==> src/rtl/bit_collect_pkg.sv <==
// Shared definitions for the single-bit start/work handshake stream.
// The state encoding is fixed so the streamer side can decode the same values.
package bit_collect_pkg;

  typedef enum logic [3:0] {
    ST_IDLE     = 4'd0,
    ST_ARM      = 4'd1,
    ST_WAIT_BIT = 4'd2,
    ST_WRITE    = 4'd3,
    ST_DLY      = 4'd4,
    ST_ACK      = 4'd5,
    ST_WAIT_LOW = 4'd6,
    ST_DONE     = 4'd7,
    ST_RELEASE  = 4'd8
  } state_e;

  localparam logic HS_IDLE   = 1'b0;
  localparam logic HS_ACTIVE = 1'b1;

  localparam int unsigned ACK_DELAY_W = 4;

endpackage

==> src/rtl/bit_collect_ack_timer.sv <==
// Down-counter that spaces the BRAM write from the upstream acknowledge.
// Loaded with the delay on the write cycle; done on the last delay cycle.
module bit_collect_ack_timer
  import bit_collect_pkg::*;
#(
  parameter int unsigned ACK_DELAY = 1
) (
  input  logic clk,
  input  logic rst_n,
  input  logic load_i,
  input  logic en_i,
  output logic done_o
);

  logic [ACK_DELAY_W-1:0] cnt_q, cnt_d;

  always_comb begin
    cnt_d = cnt_q;
    if (load_i) begin
      cnt_d = ACK_DELAY_W'(ACK_DELAY);
    end else if (en_i && (cnt_q != '0)) begin
      cnt_d = cnt_q - 1'b1;
    end
  end

  always_ff @(posedge clk or negedge rst_n) begin
    if (!rst_n) begin
      cnt_q <= '0;
    end else begin
      cnt_q <= cnt_d;
    end
  end

  // A count of one is the final delay cycle, so the FSM leaves DLY on it.
  assign done_o = (cnt_q <= ACK_DELAY_W'(1));

endmodule

==> src/rtl/bit_collect.sv <==
// Collects one bit per upstream work handshake into a 1-bit BRAM (port A)
// and hands the filled buffer downstream with a start/finish handshake.
module bit_collect
  import bit_collect_pkg::*;
#(
  parameter int unsigned ADDR_WIDTH_3 = 12,
  parameter int unsigned ACK_DELAY    = 1
) (
  input  logic                    clk,
  input  logic                    rst_n,
  input  logic                    im_start,
  input  logic                    im_work,
  input  logic                    im_data,
  output logic                    om_work,
  output logic [ADDR_WIDTH_3-1:0] addra,
  output logic                    dina,
  output logic                    wea,
  input  logic [ADDR_WIDTH_3-1:0] addra_begin,
  output logic [ADDR_WIDTH_3-1:0] addra_end,
  output logic [ADDR_WIDTH_3:0]   bit_cnt,
  output logic                    om_ovf,
  output logic                    om_start,
  input  logic                    im_finish
);

  state_e                  state_q, state_d;
  logic [ADDR_WIDTH_3-1:0] base_q, base_d;
  logic [ADDR_WIDTH_3-1:0] addra_q, addra_d;
  logic [ADDR_WIDTH_3-1:0] addra_end_q, addra_end_d;
  logic [ADDR_WIDTH_3:0]   bit_cnt_q, bit_cnt_d;
  logic                    first_q, first_d;
  logic                    dina_q, dina_d;
  logic                    wea_q, wea_d;
  logic                    om_work_q, om_work_d;
  logic                    om_start_q, om_start_d;
  logic                    ovf_q, ovf_d;
  logic                    tmr_load, tmr_en, tmr_done;

  bit_collect_ack_timer #(
    .ACK_DELAY(ACK_DELAY)
  ) u_ack_timer (
    .clk   (clk),
    .rst_n (rst_n),
    .load_i(tmr_load),
    .en_i  (tmr_en),
    .done_o(tmr_done)
  );

  always_comb begin
    state_d     = state_q;
    base_d      = base_q;
    addra_d     = addra_q;
    addra_end_d = addra_end_q;
    bit_cnt_d   = bit_cnt_q;
    first_d     = first_q;
    dina_d      = dina_q;
    wea_d       = 1'b0;
    om_work_d   = om_work_q;
    om_start_d  = om_start_q;
    ovf_d       = ovf_q;
    tmr_load    = 1'b0;
    tmr_en      = 1'b0;
    case (state_q)
      ST_IDLE: begin
        if (im_start) begin
          base_d      = addra_begin;
          addra_end_d = addra_begin;
          bit_cnt_d   = '0;
          ovf_d       = 1'b0;
          first_d     = 1'b1;
          state_d     = ST_ARM;
        end
      end
      ST_ARM: state_d = ST_WAIT_BIT;
      ST_WAIT_BIT: begin
        if (im_work) begin
          dina_d  = im_data;
          state_d = ST_WRITE;
        end else if (!im_start) begin
          om_start_d = HS_ACTIVE;
          state_d    = ST_DONE;
        end
      end
      ST_WRITE: begin
        // MSB of the count set means the buffer already holds 2^ADDR_WIDTH_3 bits.
        if (!bit_cnt_q[ADDR_WIDTH_3]) begin
          wea_d       = 1'b1;
          addra_d     = first_q ? base_q : addra_q + 1'b1;
          addra_end_d = addra_d;
          bit_cnt_d   = bit_cnt_q + 1'b1;
          first_d     = 1'b0;
        end else begin
          ovf_d = 1'b1;
        end
        tmr_load = 1'b1;
        state_d  = (ACK_DELAY == 0) ? ST_ACK : ST_DLY;
      end
      ST_DLY: begin
        tmr_en = 1'b1;
        if (tmr_done) state_d = ST_ACK;
      end
      ST_ACK: begin
        om_work_d = HS_ACTIVE;
        state_d   = ST_WAIT_LOW;
      end
      ST_WAIT_LOW: begin
        if (!im_work) begin
          om_work_d = HS_IDLE;
          state_d   = ST_WAIT_BIT;
        end
      end
      ST_DONE: begin
        if (im_finish) begin
          om_start_d = HS_IDLE;
          state_d    = ST_RELEASE;
        end
      end
      ST_RELEASE: begin
        if (!im_finish && !im_start) state_d = ST_IDLE;
      end
      default: state_d = ST_IDLE;
    endcase
  end

  always_ff @(posedge clk or negedge rst_n) begin
    if (!rst_n) begin
      state_q     <= ST_IDLE;
      base_q      <= '0;
      addra_q     <= '0;
      addra_end_q <= '0;
      bit_cnt_q   <= '0;
      first_q     <= 1'b0;
      dina_q      <= 1'b0;
      wea_q       <= 1'b0;
      om_work_q   <= 1'b0;
      om_start_q  <= 1'b0;
      ovf_q       <= 1'b0;
    end else begin
      state_q     <= state_d;
      base_q      <= base_d;
      addra_q     <= addra_d;
      addra_end_q <= addra_end_d;
      bit_cnt_q   <= bit_cnt_d;
      first_q     <= first_d;
      dina_q      <= dina_d;
      wea_q       <= wea_d;
      om_work_q   <= om_work_d;
      om_start_q  <= om_start_d;
      ovf_q       <= ovf_d;
    end
  end

  assign om_work   = om_work_q;
  assign addra     = addra_q;
  assign dina      = dina_q;
  assign wea       = wea_q;
  assign addra_end = addra_end_q;
  assign bit_cnt   = bit_cnt_q;
  assign om_ovf    = ovf_q;
  assign om_start  = om_start_q;

endmodule

==> config.mk <==
export PLATFORM = sky130hd
export DESIGN_NAME = bit_collect
export DESIGN_NICKNAME = d
export VERILOG_FILES = /design/src/rtl/bit_collect_pkg.sv /design/src/rtl/bit_collect_ack_timer.sv /design/src/rtl/bit_collect.sv
export SDC_FILE = /design/constraint.sdc
export NUM_CORES = 1
export LEC_CHECK = 0
export CORE_MARGIN = 1
export CORE_UTILIZATION = 30
export DETAILED_ROUTE_END_ITERATION = 10
export PLACE_DENSITY = 0.54
export SETUP_SLACK_MARGIN = 0.5
export SYNTH_ARGS = -nofsm -noshare
export SYNTH_HDL_FRONTEND = slang
export SYNTH_HIERARCHICAL = 1
export SYNTH_SLANG_ARGS = --single-unit
==> constraint.sdc <==
create_clock -name clk -period 4.3 [get_ports clk]
set_clock_uncertainty 0.1 [all_clocks]
set_input_delay 0.43 -clock clk [delete_from_list [all_inputs] [get_ports clk]]
set_output_delay 0.43 -clock clk [all_outputs]
set_load 0.005 [all_outputs]
==> flow_summary.ini, run 1 <==
[clock_network]
post_cts_buffers = 0
htree_levels = 3
cts-root-buf = clkbuf_8
clkTransAtPathRegs_ns = 0.07
clockBufferDepth = 2
holdBufCountCts = 0
cts-buffers-inserted = 9
cts_tree = yes
cts_resized = 0
clkSinkCount = 63
clkLatencyLatePin_ns = 0.33

[hold_path]
min_path_type = input pin to async pin

[detailed_routing]
drt-initial-drc-count = 171
drc = 0
num_vias = 2733
ant_nets = 0
routed_wl_um = 8222
avgViaCountPerCell = 5.061
drt-pass1-iter-count = 4
wire_per_inst_um = 15.23

[yosys]
syn_inst = 347
yosysMostFrequentCell = nand2_1
synth_top_flop_cell = dfrtp_1
synth_xor_xnor_area_share_pct = 1.634
synth-compound-area-share_pct = 19.18
synth_area_um2 = 3216
ys_ff_latch = 63
synth_top_area_cell = dfrtp_1
ys_types = 53
synth_warnings = 6
synth_top_family_by_area = simple AND/OR/NAND/NOR gates
synth-edff-count = 0
yosysSeqAreaShare_pct = 49.03
synthArstFlopShare_pct = 100.0
synthSimpleGateAreaFrac_pct = 21.21
yosys.area_share.adder_pct = 1.946
syn_area_per_cell_um2 = 9.267
ys_top_cells_by_area = dfrtp_1 49%, nand2_1 7.9%, o21ai_0 4.5%, mux2i_1 2.2%, nor2_1 2.1%
yosys.area.top_type_share_pct = 49.03
synth.area.mux_share_pct = 2.879
syn_nets = 370
yosys-top-cells-count = 68 x nand2_1, 63 x dfrtp_1, 29 x o21ai_0, 18 x nor2_1, 16 x clkbuf_1

[sta]
max-slew-margin-rel_pct = 33.22
finalSetupTns_ns = 0
setup_ws_ns = 1.639
final_max_slew_viol_count = 0
period_needed_ns = 2.661
fmax_mhz = 375.9
worstMarginPinSlew_ns = 1.002
hold_viol = 0
setup_violations = 0
post-route-period-util_pct = 61.87
rsz0062_at_grt = false

[placement]
port_buffers = 59
routabilityCongestion = 0.7947
hpwl_um = 5585
dp_slack_ns = 1.313

[grt]
grt.total_usage_pct = 15.86
grt_pass1_wl_um = 13860
grt_pass1_vias = 2624
grt_max_degree = 33
antenna_found_initial = 0
overflow = 0

[pwr]
total_power_mw = 2.752
vdd_drop_max_mv = 0.2100
p_leak_nw = 1.702
p_per_area_nw_per_um2 = 673.7

[worst_setup_path]
crit_type = input pin to flop
r2r_start = state_q[1]
critPathBufInv = 1
cp.required_ns = 4.44
end_kind = flop
path_cells = clkdlybuf4s50_1 -> or3b_4 -> a21o_1 -> or4_1 -> a21oi_1
cp.arrival_ns = 2.80
crit_path_max_fanout = 22
critical_path.slowest_cell = clkdlybuf4s50_1
cp_slowest_stage_delay_ns = 0.64
critPathLaunch = im_start
startpoint_type = input pin
path_delay_family = simple AND/OR/NAND/NOR gates

[die]
die_x_um = 105.5
fp.coreArea_um2 = 10370
ioPinCount = 60
start_util_pct = 31.01
die_h_um = 105.5
dieArea_um2 = 11140
num_rows = 37

[finish]
n_antenna_cell = 0
post-route-util_pct = 39.39
areaGrowthSynthToFinish_pct = 27.04
drive_above_1_share_pct = 6.683
fin_nets = 422

[flow_run]
max-cap-violations = 0

[status]
status = complete, no violations
[cell type report]
| type | instances | area (um^2) |
|---|---|---|
| fill | 1058 | 6285 |
| sequential | 63 | 1577 |
| multi-input combinational | 252 | 1506 |
| timing repair buffer | 60 | 593.1 |
| tap | 136 | 170.2 |
| clock buffer | 12 | 145.1 |
| inverter | 13 | 48.80 |
| clock inverter | 4 | 45.04 |
[logic make-up (layout without fill, tap and decap cells)]
family          count (synthesis)  after routing
fa+ha+maj                       5              5
simple gates                  141            141
xor+xnor                        6              6
compound gates                 91             91
mux                             9              9
flops                          63             63
buf+inv                        32             89
[flip-flops by register name (all words and copies together), names as in the netlist]
register,cells
addra,12
addra_end,12
base_q,12
bit_cnt,13
dina,1
first_q,1
om_ovf,1
om_start,1
om_work,1
state_q,4
u_ack_timer/cnt_q,4
wea,1
[worst register-to-register path: stages, from the launching register on]
cell	delay, ns
dfrtp_1	0.59
nand4bb_1	0.58
or2_2	0.74
inv_1	0.24
o21ai_0	0.09
[where the power goes]
group          switching, mW  internal, mW  total, mW
Sequential             0.267         0.827       1.09
Clock                  0.232         0.282      0.514
Combinational          0.572         0.571       1.14
Total                   1.07          1.68       2.75
[cell usage in the layout, fill, tap and decap left out, types with 3 or more instances in the layout]
cell / synthesis / routed
nand2_1: 68 / 68
dfrtp_1: 63 / 63
clkdlybuf4s50_1: 0 / 58
o21ai_0: 29 / 29
nor2_1: 18 / 18
a21oi_1: 13 / 13
inv_1: 12 / 12
nand3_1: 12 / 12
clkbuf_8: 0 / 10
o31ai_1: 9 / 9
mux2i_1: 7 / 7
a22oi_1: 7 / 7
nand2b_1: 6 / 6
nor3_1: 6 / 6
xnor2_1: 5 / 5
ha_1: 5 / 5
o21a_1: 4 / 4
o41ai_1: 4 / 4
a211oi_1: 4 / 4
nor4_1: 4 / 4
nand3b_1: 3 / 3
o211ai_1: 3 / 3
nor3b_1: 3 / 3
nor2b_1: 3 / 3
or3_1: 3 / 3
nand4_1: 3 / 3
o31a_1: 3 / 3
a31oi_1: 3 / 3
clkinv_2: 0 / 3
[through the flow]
step	hold slack (ns)	instance area [um^2]	std cells
2_1_floorplan	0.03441	3216	347
3_5_place_dp	0.3538	3895	524
5_1_grt	0.1095	4085	540
6_report	0.05210	4085	540
3_3_place_gp	0.3550	3895	524
4_1_cts	0.07981	4085	540
[final timing paths]
path	slack, ns	cells past startpoint	to
worst max-delay path	1.64	5	bit_cnt[10]
worst min-delay path	0.05	1	dina
worst max register to register	1.81	4	first_q
worst min register to register	0.37	2	base_q[9]
max in group asynchronous	3.13	2	base_q[5]
min in group clk	0.37	2	base_q[9]
[routing by layer]
| layer | GRT usage [%] | vias to the layer above | part of all wire [%] | wire, um |
|---|---|---|---|---|
| met2 | 23.73 | 52 | 45 | 3683 |
| li1 | - | 1344 | - | - |
| met5 | 0 | - | 0 | 0 |
| met1 | 23.27 | 1330 | 51 | 4208 |
| met4 | 5.357 | 0 | 1.1 | 94 |
| met3 | 2.474 | 7 | 2.9 | 235 |
Note: power is estimated with default switching activity, not from simulation.
==> run 2: changes to the inputs <==
==> constraint.sdc (replaced) <==
create_clock -name clk -period 2.7 [get_ports clk]
set_clock_uncertainty 0.1 [all_clocks]
set_input_delay 0.27 -clock clk [delete_from_list [all_inputs] [get_ports clk]]
set_output_delay 0.27 -clock clk [all_outputs]
set_load 0.005 [all_outputs]
==> run 2 against run 1 <==
Largest power group unchanged. Setup slack got worse by 1.1 ns. Highest routed layer unchanged. Core utilization rose by 1.0 points. Final area rose by 2.6%. Clock power rose by 75%.
==> flow_summary.ini, run 2 (synthesis results as in run 1) <==
[status]
status = complete, no violations

[sta]
fmax_mhz = 469.5
worstMarginPinSlew_ns = 0.5583
max-slew-margin-rel_pct = 62.78
whs_ns = 0.3584
setup_violations = 0
hold_viol = 0
period_needed_ns = 2.130
post-route-period-util_pct = 78.88
finalSetupTns_ns = 0
final_max_slew_viol_count = 0
rsz0062_at_grt = true

[detailed_routing]
routed_wl_um = 8279
num_vias = 2797
drc = 0
wire_per_inst_um = 15.08
drt-pass1-iter-count = 4
avgViaCountPerCell = 5.095
ant_nets = 0
drt-initial-drc-count = 117

[finish]
fin_nets = 432
layout_commonest_cell = nand2_1
n_antenna_cell = 0
drive_above_1_share_pct = 9.443
areaGrowthSynthToFinish_pct = 30.31
final_cell_mix = 68 x nand2_1, 61 x dfrtp_1, 58 x clkdlybuf4s50_1, 29 x o21ai_0, 18 x nor2_1
final_cell_area_um2 = 4190
largest_register_ffs = 13

[placement]
port_buffers = 59
placed_cell_area_um2 = 3948
hpwl_um = 5738
routabilityCongestion = 0.7814

[worst_setup_path]
path_delay_family = simple AND/OR/NAND/NOR gates
critPathBufInv = 0
end_kind = flop
cp.arrival_ns = 2.28
critical_path.slowest_cell = or4_1
startpoint_type = flop
crit_type = flop to flop
crit_path_max_fanout = 15
cp_slowest_stage_delay_ns = 0.53
path_cells = or3b_4 -> a21o_2 -> or4_1 -> a21oi_1
cp.required_ns = 2.85

[die]
ioPinCount = 60
fp.coreArea_um2 = 10370
num_rows = 37
die_x_um = 105.5
die_h_um = 105.5
dieArea_um2 = 11140
start_util_pct = 31.01

[grt]
grtUsageMet1_pct = 21.91
grt.total_usage_pct = 15.66
antenna_found_initial = 0
top_usage_layer = met2
grt_util_met2_pct = 23.59
grt_pass1_vias = 2628
grt_pass1_wl_um = 13500
overflow = 0
grt_max_degree = 33
gr-usage-met3_pct = 3.092

[pwr]
total_power_mw = 4.524
p_per_area_nw_per_um2 = 1080
p_leak_nw = 1.757
vdd_drop_max_mv = 0.3515

[clock_network]
cts-buffers-inserted = 9
clkLatencyLatePin_ns = 0.33
clockBufferDepth = 2
cts_tree = yes
clkSinkCount = 63
htree_levels = 3
cts-root-buf = clkbuf_8
clkTransAtPathRegs_ns = 0.07

[flow_run]
max-cap-violations = 0

[hold_path]
min_path_type = input pin to async pin
[run 2: cell types whose count changed in the layout (fill, tap and decap cells not counted), sizes merged]
| cell | before | now |
|---|---|---|
| clkbuf | 12 | 11 |
| dlygate4sd3 | 0 | 1 |
| clkinv | 4 | 3 |
| bufinv | 1 | 2 |
| buf | 2 | 11 |
[run 2: path summary, 6_finish.rpt]
path	from	slack [ns]	to	cells after the start
max reg2reg	state_q[0]	0.57	bit_cnt[6]	4
min	rst_n	0.36	om_work	2
min reg2reg	base_q[9]	0.37	base_q[9]	2
max	state_q[0]	0.57	bit_cnt[6]	4
max in group asynchronous	rst_n	1.40	state_q[1]	3
min in group clk	base_q[9]	0.37	base_q[9]	2
[run 2: layout make-up]
class                      count  area [um^2]
fill                        1036         6180
sequential                    63         1579
multi-input combinational    252         1510
timing repair buffer          70        670.6
tap                          136        170.2
clock buffer                  11        141.4
clock inverter                 4        70.07
inverter                      13        48.80
[run 2: repair_timing]
item / in CTS / in global routing
pin swaps: 0 / 1
hold endpoints to repair: 21 / 0
setup buffers: 0 / 2
resized for setup: 1 / 4
cloned: 0 / 0
setup endpoints to repair: 2 / 11
hold buffers: 1 / 0
[run 2: report_power, final]
part           leakage (nW)  switching, mW  internal, mW
clock network         0.109          0.363         0.538
registers             0.799          0.382          1.32
logic                 0.849          0.961         0.958
[run 2: metal layers]
metal  vias to the layer above  routed length (um)
met5                         -                   0
met4                         0                  91
met3                         6                 296
li1                       1361                   -
met1                      1360                4152
met2                        70                3738
[run 2: through the flow]
| stage | utilization [%] | cells | worst slack (ns) |
|---|---|---|---|
| 6_report | 40.41 | 549 | 0.5703 |
| 3_3_place_gp | 38.07 | 531 | 0.2443 |
| 2_1_floorplan | - | 347 | 0.7152 |
| 4_1_cts | 40.21 | 547 | 0.5123 |
| 3_5_place_dp | 38.07 | 531 | 0.2191 |
| 5_1_grt | 40.41 | 549 | 0.4943 |
==> run 3: changes to the inputs <==
==> constraint.sdc (replaced) <==
create_clock -name clk -period 2.2 [get_ports clk]
set_clock_uncertainty 0.1 [all_clocks]
set_input_delay 0.22 -clock clk [delete_from_list [all_inputs] [get_ports clk]]
set_output_delay 0.22 -clock clk [all_outputs]
set_load 0.005 [all_outputs]
==> run 3 against run 2 <==
Fmax grew 12%. Core utilization grew 4.5 points. Non-clock buffer count is 33 higher. Critical endpoint is now bit_cnt[7]. Hold slack got worse by 0.074 ns. Wire length grew 8.6%. Sequential power grew 21%. Combinational power grew 62%. Clock-buffer cell count up 1. First-iteration DRC count rose by 20%. Final cell count increased by 6.2%. Largest cell class is now multi-input combinational cells.
==> flow_summary.ini, run 3 (synthesis results as in run 1) <==
[die]
ioPinCount = 60
num_rows = 37
fp.coreArea_um2 = 10370
die_x_um = 105.5
die_h_um = 105.5
dieArea_um2 = 11140
start_util_pct = 31.01

[finish]
fin_nets = 465
areaGrowthSynthToFinish_pct = 44.71
multi_input_area_um2 = 1678
post-route-util_pct = 44.87
fillers = 1044
seq_area_um2 = 1585
layout_commonest_cell = nand2_1
largest_register_ffs = 13
n_antenna_cell = 0
final_cells = 583
drive_above_1_share_pct = 23.27
final_cell_mix = 64 x nand2_1, 56 x dfrtp_1, 56 x clkdlybuf4s50_1, 33 x buf_4
final_cell_area_um2 = 4653

[worst_setup_path]
cp.required_ns = 2.37
path_cells = or3b_4 -> a2111oi_4 -> or3b_1 -> a21oi_1
critPathBufInv = 0
startpoint_type = flop
crit_path_max_fanout = 4
critical_path.slowest_cell = or3b_4
crit_type = flop to flop
end_kind = flop
cp.arrival_ns = 2.07
path_delay_family = simple AND/OR/NAND/NOR gates
cp_slowest_stage_delay_ns = 0.44

[grt]
grt.total_usage_pct = 17.00
grt_max_degree = 45
overflow = 0
antenna_found_initial = 0
grt_pass1_vias = 2937
grt_pass1_wl_um = 14750

[sta]
period_needed_ns = 1.897
whs_ns = 0.2842
post-route-period-util_pct = 86.23
worstMarginPinSlew_ns = 0.5018
max-slew-margin-rel_pct = 66.55
rsz0062_at_grt = true
fmax_mhz = 527.1
final_max_slew_viol_count = 0
hold_viol = 0
setup_violations = 0

[clock_network]
cts-buffers-inserted = 9
cts_tree = yes
cts-root-buf = clkbuf_8
clockBufferDepth = 2
clkSinkCount = 63
clkLatencyLatePin_ns = 0.34
clkTransAtPathRegs_ns = 0.08
htree_levels = 3

[placement]
placed_cells = 544
hpwl_um = 6000
placed_cell_area_um2 = 4093
routabilityCongestion = 0.8165
port_buffers = 59

[detailed_routing]
drc = 0
drt-initial-drc-count = 140
avgViaCountPerCell = 5.022
num_vias = 2928
routed_wl_um = 8993
wire_per_inst_um = 15.43
drt-pass1-iter-count = 4
ant_nets = 0

[pwr]
p_leak_nw = 1.960
p_per_area_nw_per_um2 = 1323
vdd_drop_max_mv = 0.4765
total_power_mw = 6.154

[status]
status = complete, no violations

[hold_path]
min_path_type = input pin to async pin

[flow_run]
max-cap-violations = 0
## run 3: cell types whose count changed in the layout (fill, tap and decap cells not counted), moves of 3 or more
cell	change
buf_4	+23
o21ai_0	-11
o21ai_1	+10
buf_6	+8
dfrtp_1	-5
dfrtp_2	+5
nand2_1	-4
inv_1	-3
nand2_2	+3
o31ai_1	-3
o41ai_1	-3
o41ai_2	+3
## run 3: cell type report
| cell class | instances | share of cell area (%) |
|---|---|---|
| multi-input combinational | 252 | 36.06 |
| sequential | 63 | 34.07 |
| timing repair buffer | 103 | 20.92 |
| tap | 136 | 3.657 |
| clock buffer | 12 | 3.119 |
| inverter | 13 | 1.210 |
| clock inverter | 4 | 0.9680 |
## run 3: power breakdown
group	switching, mW	internal (mW)	total [mW]
Sequential	0.420	1.63	2.05
Clock	0.445	0.550	0.995
Combinational	1.50	1.61	3.11
Total	2.36	3.79	6.15
## run 3: metal layers
layer	part of all wire (%)	up-vias	track usage, %
li1	-	1429	-
met1	47	1422	22.33
met2	47	67	27.58
met3	4.3	10	4.638
met4	1.4	0	4.563
met5	0	-	0
## run 3: worst reg2reg max path: stages, from the launching register on
cell	delay, ns
dfrtp_1	0.40
or3b_4	0.44
a2111oi_4	0.39
or3b_1	0.38
a21oi_1	0.12
## run 3: final timing paths
| check | startpoint | end | slack [ns] | depth (start not counted) |
|---|---|---|---|---|
| worst max register to register | state_q[1] | bit_cnt[7] | 0.30 | 4 |
| min in group clk | addra_begin[10] | base_q[10] | 0.34 | 3 |
| worst min-delay path | rst_n | addra_end[2] | 0.28 | 2 |
| worst min register to register | base_q[5] | base_q[5] | 0.37 | 2 |
| max in group asynchronous | rst_n | addra[0] | 1.08 | 3 |
| worst max-delay path | state_q[1] | bit_cnt[7] | 0.30 | 4 |
## run 3: per-stage QoR
step / setup TNS [ns] / worst slack (ns)
2_1_floorplan: 0 / 0.3059
3_3_place_gp: 0 / 0.02430
4_1_cts: 0 / 0.3110
5_1_grt: 0 / 0.2003
6_report: 0 / 0.3030
3_5_place_dp: -0.03551 / -0.02617
## run 3: repair_timing
action | in CTS | in global routing
endpoints found under the setup margin | 31 | 53
gates resized for setup | 21 | 35
hold endpoints to repair | 19 | 0
hold buffers | 1 | 0
pin swaps | 5 | 11
setup buffers | 9 | 13
